`src/rtl/stm_swapchain.sv`:
```
// stm_swapchain
//   Selects which of two STM segments drives the memory reader and manages
//   transitions between them.
//
//   Playback modes:
//     RUN    - infinite playback of the active segment.
//     FINITE - counted playback; the loop counter advances on each wrap.
//     WAIT   - a transition is pending; the old segment keeps playing.
//     HALT   - counted playback has finished; IDX_OUT holds the segment's
//              last index (CYCLE).
//
//   Transition modes: 0/3 immediate, 1 on wrap of the target segment,
//   2 once SYS_TIME reaches the requested time.
//
// Ports
//   CLK             system clock, rising edge
//   RST_N           synchronous active-low reset
//   UPDATE_SETTINGS one-cycle pulse; the REQ_* inputs are valid
//   REQ_SEGMENT     target segment
//   REQ_MODE        transition mode
//   REQ_REP         repeat count; 16'hFFFF means infinite
//   REQ_TIME        transition time for mode 2
//   SYS_TIME        free-running system time
//   IDX[]           per-segment index from the STM timer
//   CYCLE[]         last valid index of each segment
//   SEGMENT         active segment
//   IDX_OUT         index presented to the STM memory reader
//   STOP            finite playback finished
//   SWAP_DONE       one-cycle pulse on each completed transition
module stm_swapchain #(
  parameter int IdxWidth   = 13,
  parameter int NumSegment = 2
) (
  input  logic                CLK,
  input  logic                RST_N,
  input  logic                UPDATE_SETTINGS,
  input  logic                REQ_SEGMENT,
  input  logic [1:0]          REQ_MODE,
  input  logic [15:0]         REQ_REP,
  input  logic [63:0]         REQ_TIME,
  input  logic [63:0]         SYS_TIME,
  input  logic [IdxWidth-1:0] IDX   [NumSegment],
  input  logic [IdxWidth-1:0] CYCLE [NumSegment],
  output logic                SEGMENT,
  output logic [IdxWidth-1:0] IDX_OUT,
  output logic                STOP,
  output logic                SWAP_DONE
);

  typedef enum logic [1:0] {
    ST_RUN,
    ST_FINITE,
    ST_WAIT,
    ST_HALT
  } state_t;

  localparam logic [15:0] RepInfinite = 16'hFFFF;

  state_t              state_q, state_d;
  logic                seg_q, seg_d;
  logic [IdxWidth-1:0] idx_out_q, idx_out_d;
  logic                stop_q, stop_d;
  logic                swap_q, swap_d;
  logic                req_seg_q, req_seg_d;
  logic [1:0]          req_mode_q, req_mode_d;
  logic [15:0]         req_rep_q, req_rep_d;
  logic [63:0]         req_time_q, req_time_d;
  logic [15:0]         loop_q, loop_d;
  logic [15:0]         rep_q, rep_d;
  logic [IdxWidth-1:0] prev_q [NumSegment];
  logic [NumSegment-1:0] wrap;
  logic                exit_ok;

  // A wrap is the index moving backwards relative to the previous cycle.
  always_comb begin
    wrap = '0;
    for (int unsigned i = 0; i < NumSegment; i++) begin
      wrap[i] = prev_q[i] > IDX[i];
    end
  end

  always_comb begin
    unique case (req_mode_q)
      2'd1:    exit_ok = wrap[req_seg_q];
      2'd2:    exit_ok = SYS_TIME >= req_time_q;
      default: exit_ok = 1'b1;
    endcase
  end

  always_comb begin
    state_d    = state_q;
    seg_d      = seg_q;
    stop_d     = stop_q;
    swap_d     = 1'b0;
    loop_d     = loop_q;
    rep_d      = rep_q;
    req_seg_d  = req_seg_q;
    req_mode_d = req_mode_q;
    req_rep_d  = req_rep_q;
    req_time_d = req_time_q;

    // A new request always wins, including over a concurrent FINITE wrap
    // and over a pending request, which it simply replaces.
    if (UPDATE_SETTINGS) begin
      req_seg_d  = REQ_SEGMENT;
      req_mode_d = REQ_MODE;
      req_rep_d  = REQ_REP;
      req_time_d = REQ_TIME;
      state_d    = ST_WAIT;
    end else begin
      unique case (state_q)
        ST_WAIT: begin
          if (exit_ok) begin
            seg_d   = req_seg_q;
            loop_d  = '0;
            rep_d   = req_rep_q;
            stop_d  = 1'b0;
            swap_d  = 1'b1;
            state_d = (req_rep_q == RepInfinite) ? ST_RUN : ST_FINITE;
          end
        end
        ST_FINITE: begin
          if (wrap[seg_q]) begin
            if (loop_q == rep_q) begin
              state_d = ST_HALT;
              stop_d  = 1'b1;
            end else begin
              loop_d = loop_q + 16'd1;
            end
          end
        end
        default: ;
      endcase
    end

    // Uses the pre-swap segment so playback is uninterrupted on the swap edge.
    idx_out_d = (state_d == ST_HALT) ? CYCLE[seg_q] : IDX[seg_q];
  end

  always_ff @(posedge CLK) begin
    if (!RST_N) begin
      state_q    <= ST_RUN;
      seg_q      <= 1'b0;
      idx_out_q  <= '0;
      stop_q     <= 1'b0;
      swap_q     <= 1'b0;
      req_seg_q  <= 1'b0;
      req_mode_q <= '0;
      req_rep_q  <= '0;
      req_time_q <= '0;
      loop_q     <= '0;
      rep_q      <= RepInfinite;
      for (int unsigned i = 0; i < NumSegment; i++) prev_q[i] <= '0;
    end else begin
      state_q    <= state_d;
      seg_q      <= seg_d;
      idx_out_q  <= idx_out_d;
      stop_q     <= stop_d;
      swap_q     <= swap_d;
      req_seg_q  <= req_seg_d;
      req_mode_q <= req_mode_d;
      req_rep_q  <= req_rep_d;
      req_time_q <= req_time_d;
      loop_q     <= loop_d;
      rep_q      <= rep_d;
      for (int unsigned i = 0; i < NumSegment; i++) prev_q[i] <= IDX[i];
    end
  end

  assign SEGMENT   = seg_q;
  assign IDX_OUT   = idx_out_q;
  assign STOP      = stop_q;
  assign SWAP_DONE = swap_q;

endmodule

```
`config.mk`:
```
export PLATFORM = sky130hd
export DESIGN_NAME = stm_swapchain
export DESIGN_NICKNAME = d
export VERILOG_FILES = /design/src/rtl/stm_swapchain.sv
export SDC_FILE = /design/constraint.sdc
export NUM_CORES = 1
export LEC_CHECK = 0
export CAP_MARGIN = 20
export CORE_ASPECT_RATIO = 2
export CORE_UTILIZATION = 45
export CTS_CLUSTER_DIAMETER = 100
export DETAILED_ROUTE_END_ITERATION = 12
export PLACE_DENSITY = 0.86
export SLEW_MARGIN = 10
export SYNTH_ARGS = -nofsm -noshare
export SYNTH_HDL_FRONTEND = slang
export SYNTH_SLANG_ARGS = --single-unit
```
`constraint.sdc`:
```
create_clock -name CLK -period 3.2 [get_ports CLK]
set_input_delay 0.8 -clock CLK [delete_from_list [all_inputs] [get_ports CLK]]
set_output_delay 0.8 -clock CLK [all_outputs]
set_load 0.03 [all_outputs]
```
Word level (Yosys, flattened, before mapping):

Memory sizes are Yosys's and may differ from the RTL's.
Cells that the tools add are included.

* register bits: 133
* memory bits (writable): 26
* input bits: 202
* output and inout bits: 16
* word-level logic and storage cells: 72
* memories: 1

* add/sub/neg operators: 1
* magnitude comparators: 6
* equality and inequality tests: 11
* mux-type cells: 31
* bitwise operators: 6
* reductions and logical operators: 5

Memory list
* prev_q: words 2, width 13, rd ports 2, clocked after memory_dff 0, wr ports 2, line 70 `logic [IdxWidth-1:0] prev_q [NumSegment];`

Operators with widths (number)
* 13-bit two-way mux: 9
* 64-bit >= comparator: 1
* 16-bit two-way mux: 3
* 16-bit case mux with 2 select lines: 1
* 13-bit greater-than comparator: 2
* 16-bit by 1-bit adder with 16-bit output, second input constant: 1
* 16-bit == test: 1
* 16-bit == test, second input constant: 1
* 1-bit two-way mux: 11
* 5-bit AND reduction: 2
* 2-bit two-way mux: 4
* 2-bit inequality test, second input constant: 4
* 2-bit == test, second input constant: 3
* 2-bit by 1-bit == test with 1-bit output, second input constant: 2
* 1-bit by 2-bit less-than comparator with 1-bit output, second input constant: 2
* 1-bit case mux with 2 select lines: 2
* 2-bit case mux with 2 select lines: 1
* 1-bit inverter: 3
* 3-bit AND reduction: 1
* 3-bit OR reduction: 1
* 2-bit >= comparator, second input constant: 1
* 1-bit inverter with 2-bit output: 1
* 1-bit bitwise OR: 2
* 2-bit nonzero test: 1

Longest topological paths before layout:

* depth in word-level cells: 9
* depth in mapped cells: 13
* gate-level depth less buffers: 11

Least setup slack after synthesis:

Ideal clock, no wire load.

* path type: in2reg
* from: input IDX[18] (netlist bit)
* to: register idx_out_q[0] (netlist: IDX_OUT[0])
* setup time: 0.072 ns
* arrival: 3.265 ns
* required time: 3.128 ns
* path slack: -0.136 ns
* cell stages on the path: 12
* path buffers: 1
* path through: inv_1 -> ha_1 -> a21oi_1 -> nand4b_1 -> a31oi_1 -> or4_1 -> a221oi_4 -> nand3_1 -> a311o_1 -> nand3_2 -> buf_8 -> mux2i_1

* cells in the longest elaborated chain, start to end: 9
* elaborated cells between the ends (all ways): 12
* classes of those cells: order compare (1); eq/ne (1); mux (10)

RTL lines
* from (decl): line 42 `input logic [IdxWidth-1:0] IDX [NumSegment],`
* 13-bit greater-than comparator *: line 78 `wrap[i] = prev_q[i] > IDX[i];`
* 1-bit two-way mux (implied by the code) (2 in series): line 84 `2'd1: exit_ok = wrap[req_seg_q];`
* 1-bit case mux with 2 select lines: line 83 `unique case (req_mode_q)`
* 2-bit two-way mux: line 113 `if (exit_ok) begin`
* 2-bit case mux with 2 select lines *: line 111 `unique case (state_q)`
* 2-bit two-way mux *: line 104 `if (UPDATE_SETTINGS) begin`
* 2-bit == test *: line 137 `idx_out_d = (state_d == ST_HALT) ? CYCLE[seg_q] : IDX[seg_q];`
* 13-bit two-way mux *: line 137
* to (signal assigned): line 157 `idx_out_q <= idx_out_d;`
* to (decl): line 61 `logic [IdxWidth-1:0] idx_out_q, idx_out_d;`

Mark *: on every way between the ends. The rest lies on a longest branch, timed or not. The select of a mux whose other input is x is not followed.
A chain may end at the register's enable or synchronous reset.

Worst setup path after layout:

* from: register req_time_q[14]
* to: register idx_out_q[10] (netlist: IDX_OUT[10])

* cells in the longest elaborated chain, start to end: 7

RTL lines
* from (decl): line 67 `logic [63:0] req_time_q, req_time_d;`
* from (signal assigned): line 163 `req_time_q <= req_time_d;`
* 64-bit >= comparator: line 85 `2'd2: exit_ok = SYS_TIME >= req_time_q;`
* 1-bit case mux with 2 select lines: line 83
* 2-bit two-way mux: line 113
* 2-bit case mux with 2 select lines: line 111
* 2-bit two-way mux: line 104
* 2-bit == test: line 137
* 13-bit two-way mux: line 137

No other way between the ends.

==> flow_summary.yaml <==
logic_synthesis:
  ys_ff_latch: 159
  seq_area_frac_synth_pct: 37.32
  netlist_area_mm2: 0.008528
  yosysTopAreaCell: "dfxtp_1"
  synthTopCellsByArea: "dfxtp_1 (37%), ha_1 (14%), mux2i_1 (14%)"
  synth-simple-area-share_pct: 15.98
  synthXorXnorAreaFrac_pct: 1.643
  synthFlopType: "dfxtp_1"
  syn_nets: 1244
  async_reset_ff_share_pct: 0
  yosysWarnings: 0
  synthCells: 946
  yosysUniqueCellTypes: 55
  synth_compound_area_share_pct: 10.90
  synth_edf_count: 0
  synth_top_cell_area_share_pct: 37.32
  synth.area.mux_share_pct: 13.62
  synth-adder-area-share_pct: 14.08
  avgSynthCellArea_um2: 9.015
  synth_top_family_by_area: "simple AND/OR/NAND/NOR gates"
place:
  dp.cells: 1397
  place_area_mm2: 0.01133
  numPortBuffers: 217
  gp_congestion: 0.8672
  dp_hpwl_um: 18280
worst_hold_path:
  worstHoldStart: "STOP"
  hold_path.class: "register to register"
  hold_path_end: "STOP"
  holdPathStages: 2
grt:
  use_met3_pct: 7.837
  grt_pass1_wl_um: 47210
  grt_use_total_pct: 31.59
  antenna_found_initial: 4
  met2_usage_pct: 59.00
  gr-total-overflow: 0
  grt_pass1_vias: 9453
  grt_use_met1_pct: 27.50
  top_usage_layer: "met2"
  grt_max_degree: 74
clocking:
  clk_latency_ps: 430
  cts_root_buf: "clkbuf_16"
  clkSinkCount: 159
  cts-buffers-inserted: 17
  path_clk_slew_ps: 70
  htreeDepth: 4
  clockBufferDepth: 2
  cts_tree: "built"
timing:
  final.period_utilization_pct: 117.2
  setup-violations-final: 50
  drv_slew: 0
  setup_slack_ps: -550.4
  timing.slew.headroom_pct: 51.81
  max_freq_ghz: 0.2666
  fin_skew_ps: 9.285
  rsz0062_at_grt: "yes"
  max_slew.worst_pin.slew_ps: 702.7
  hold_viol_final: 0
  fin_crit_ps: 3750
die:
  start_util_pct: 46.37
  die_y_um: 196.7
  dieArea_mm2: 0.01954
  coreArea_mm2: 0.01839
  die_x_um: 99.35
  ios: 218
  rows: 70
pwr:
  powerDensity_mw_per_mm2: 430.1
  p_leak_nw: 5.669
  ir_worst_vdd_v: 0.0002762
worst_setup_path:
  slowest_stage: "nor4_4"
  critPathArrivalTime_ps: 4090
  crit_cells: 13
  rr_endpoint: "IDX_OUT[10]"
  rrSetupSlack_ps: -550
  r2r.worst_path.cells: 13
  path_cells: "inv_1, ha_4, nand4_1, nor4_4, a31oi_4, a311oi_4, o41ai_4, buf_4, a21o_1, a311o_1, nand3_4, buf_12, mux2i_1"
  path_buf_inv: 3
  cp-end-kind: "register"
  max_stage_delay_ps: 710
  r2r-start: "req_time_q[14]"
  critPathLaunchType: "register"
  cp.required_ps: 3540
  cp_max_fo: 7
  critical_path_class: "register to register"
  cp_top_family: "compound AO/OA/AOI/OAI gates"
final_layout:
  fin_area_mm2: 0.01364
  seqCellArea_mm2: 0.003191
  multi_input_area_mm2: 0.006082
  final_cells: 1501
  area_delta_synth_final_pct: 59.90
  drive_gt1_share_pct: 30.99
  num-nets-final: 1566
  fill_cells: 1044
detailed_routing:
  vias_per_cell: 6.200
  wl_per_cell_um: 25.84
  drt-initial-drc-count: 725
  ant_nets: 0
  wirelength_um: 38780
  vias: 9306
  dr.pass1.iters: 12
  route.detailed.drc: 0
status:
  status: "finished, violations left"
  violations: "setup timing"
run:
  maxCapViolations: 0
[synth_stat cells (9+ instances only)]
master	n
inv_1	98
mux2i_1	116
buf_1	11
nand2b_1	19
or4_1	9
nand3_1	16
clkbuf_1	24
xnor2_1	16
nand2_1	46
o211ai_1	17
nor2_1	129
a211o_1	12
nand4_1	31
o21ai_0	14
a21oi_1	46
ha_1	96
dfxtp_1	159
[worst min-delay path: stages (launching register included)]
cell and delay, ps:
dfxtp_1 330, a31oi_1 40, nor2_1 80
[per-stage QoR]
stage	utilization (%)	power, mW	TNS, ps	worst slack, ps	hold slack (ps)
global placement	61.62	3.160	-35020	-886.3	458.1
finish	74.14	5.865	-19340	-550.4	483.5
detailed placement	61.62	3.205	-37090	-931.9	471.3
CTS	71.26	5.581	-65.16	-42.69	486.4
floorplan	-	2.704	0	3.422	460.4
global route	74.14	6.037	-20050	-566.2	506.9
[repair_timing]
item,4_1_cts,5_1_grt
gates resized for setup,312,118
endpoints found under the hold margin,0,0
pin swaps,150,73
buffers inserted,50,16
hold buffers,0,0
cloned,2,1
setup endpoints to repair,50,45
[flip-flops by register name (all words and copies together) (netlist names)]
signal	cells
req_seg_q	1
prev_q	26
req_time_q	64
req_mode_q	2
STOP	1
IDX_OUT	13
SEGMENT	1
rep_q	16
state_q	2
req_rep_q	16
SWAP_DONE	1
loop_q	16
[cells in the final DEF (no fill, tap or decap), drive strengths merged, types with 6 or more instances in the layout]
master / count
o31ai: 7
nor4: 6
dlygate4sd2: 25
buf: 160
xnor2: 16
inv: 101
o21ai: 14
o211ai: 17
clkdlybuf4s50: 129
mux2i: 116
nand2: 46
clkdlybuf4s15: 7
or4: 9
nand3: 18
a211o: 12
nand2b: 19
nor2: 129
nand4: 31
dfxtp: 159
a21oi: 47
a21o: 8
nor3: 8
clkbuf: 42
or3: 6
ha: 96
[worst max path at each step]
stage | endpoint | slack, ps | start
2_1_floorplan | IDX_OUT[0] | 3 | SYS_TIME[59]
3_3_place_gp | IDX_OUT[12] | -890 | SYS_TIME[57]
3_5_place_dp | IDX_OUT[6] | -930 | SYS_TIME[57]
4_1_cts | loop_q[13] | -40 | SYS_TIME[54]
5_1_grt | loop_q[7] | -570 | req_time_q[14]
6_report | IDX_OUT[10] | -550 | req_time_q[14]
[logic make-up after synthesis]
kind of cell / after synthesis
simple gates: 287
buf+inv: 140
fa+ha+maj: 96
flops: 159
mux: 116
compound gates: 132
xor+xnor: 16
[layout make-up]
type | instances | area share (%)
clock buffers | 20 | 3.349
diodes | 4 | 0.07340
well taps | 216 | 1.982
flip-flops and latches | 159 | 23.40
multi-input cells | 647 | 44.60
inverters | 99 | 2.798
repair buffers | 344 | 22.47
clock inverters | 12 | 1.330
[routing by layer]
layer	vias to the layer above	part of all wire, %
met3	287	11
met4	0	10
met5	-	0
li1	3944	-
met1	4413	31
met2	662	48
[power by group]
group / internal [mW] / total, mW / switching [mW] / leakage, nW
clock network: 1.35 / 2.24 / 0.885 / 0.299
registers: 2.09 / 2.18 / 0.0840 / 1.31
logic: 0.738 / 1.45 / 0.711 / 4.06
Power figures use the tool's default switching activity.
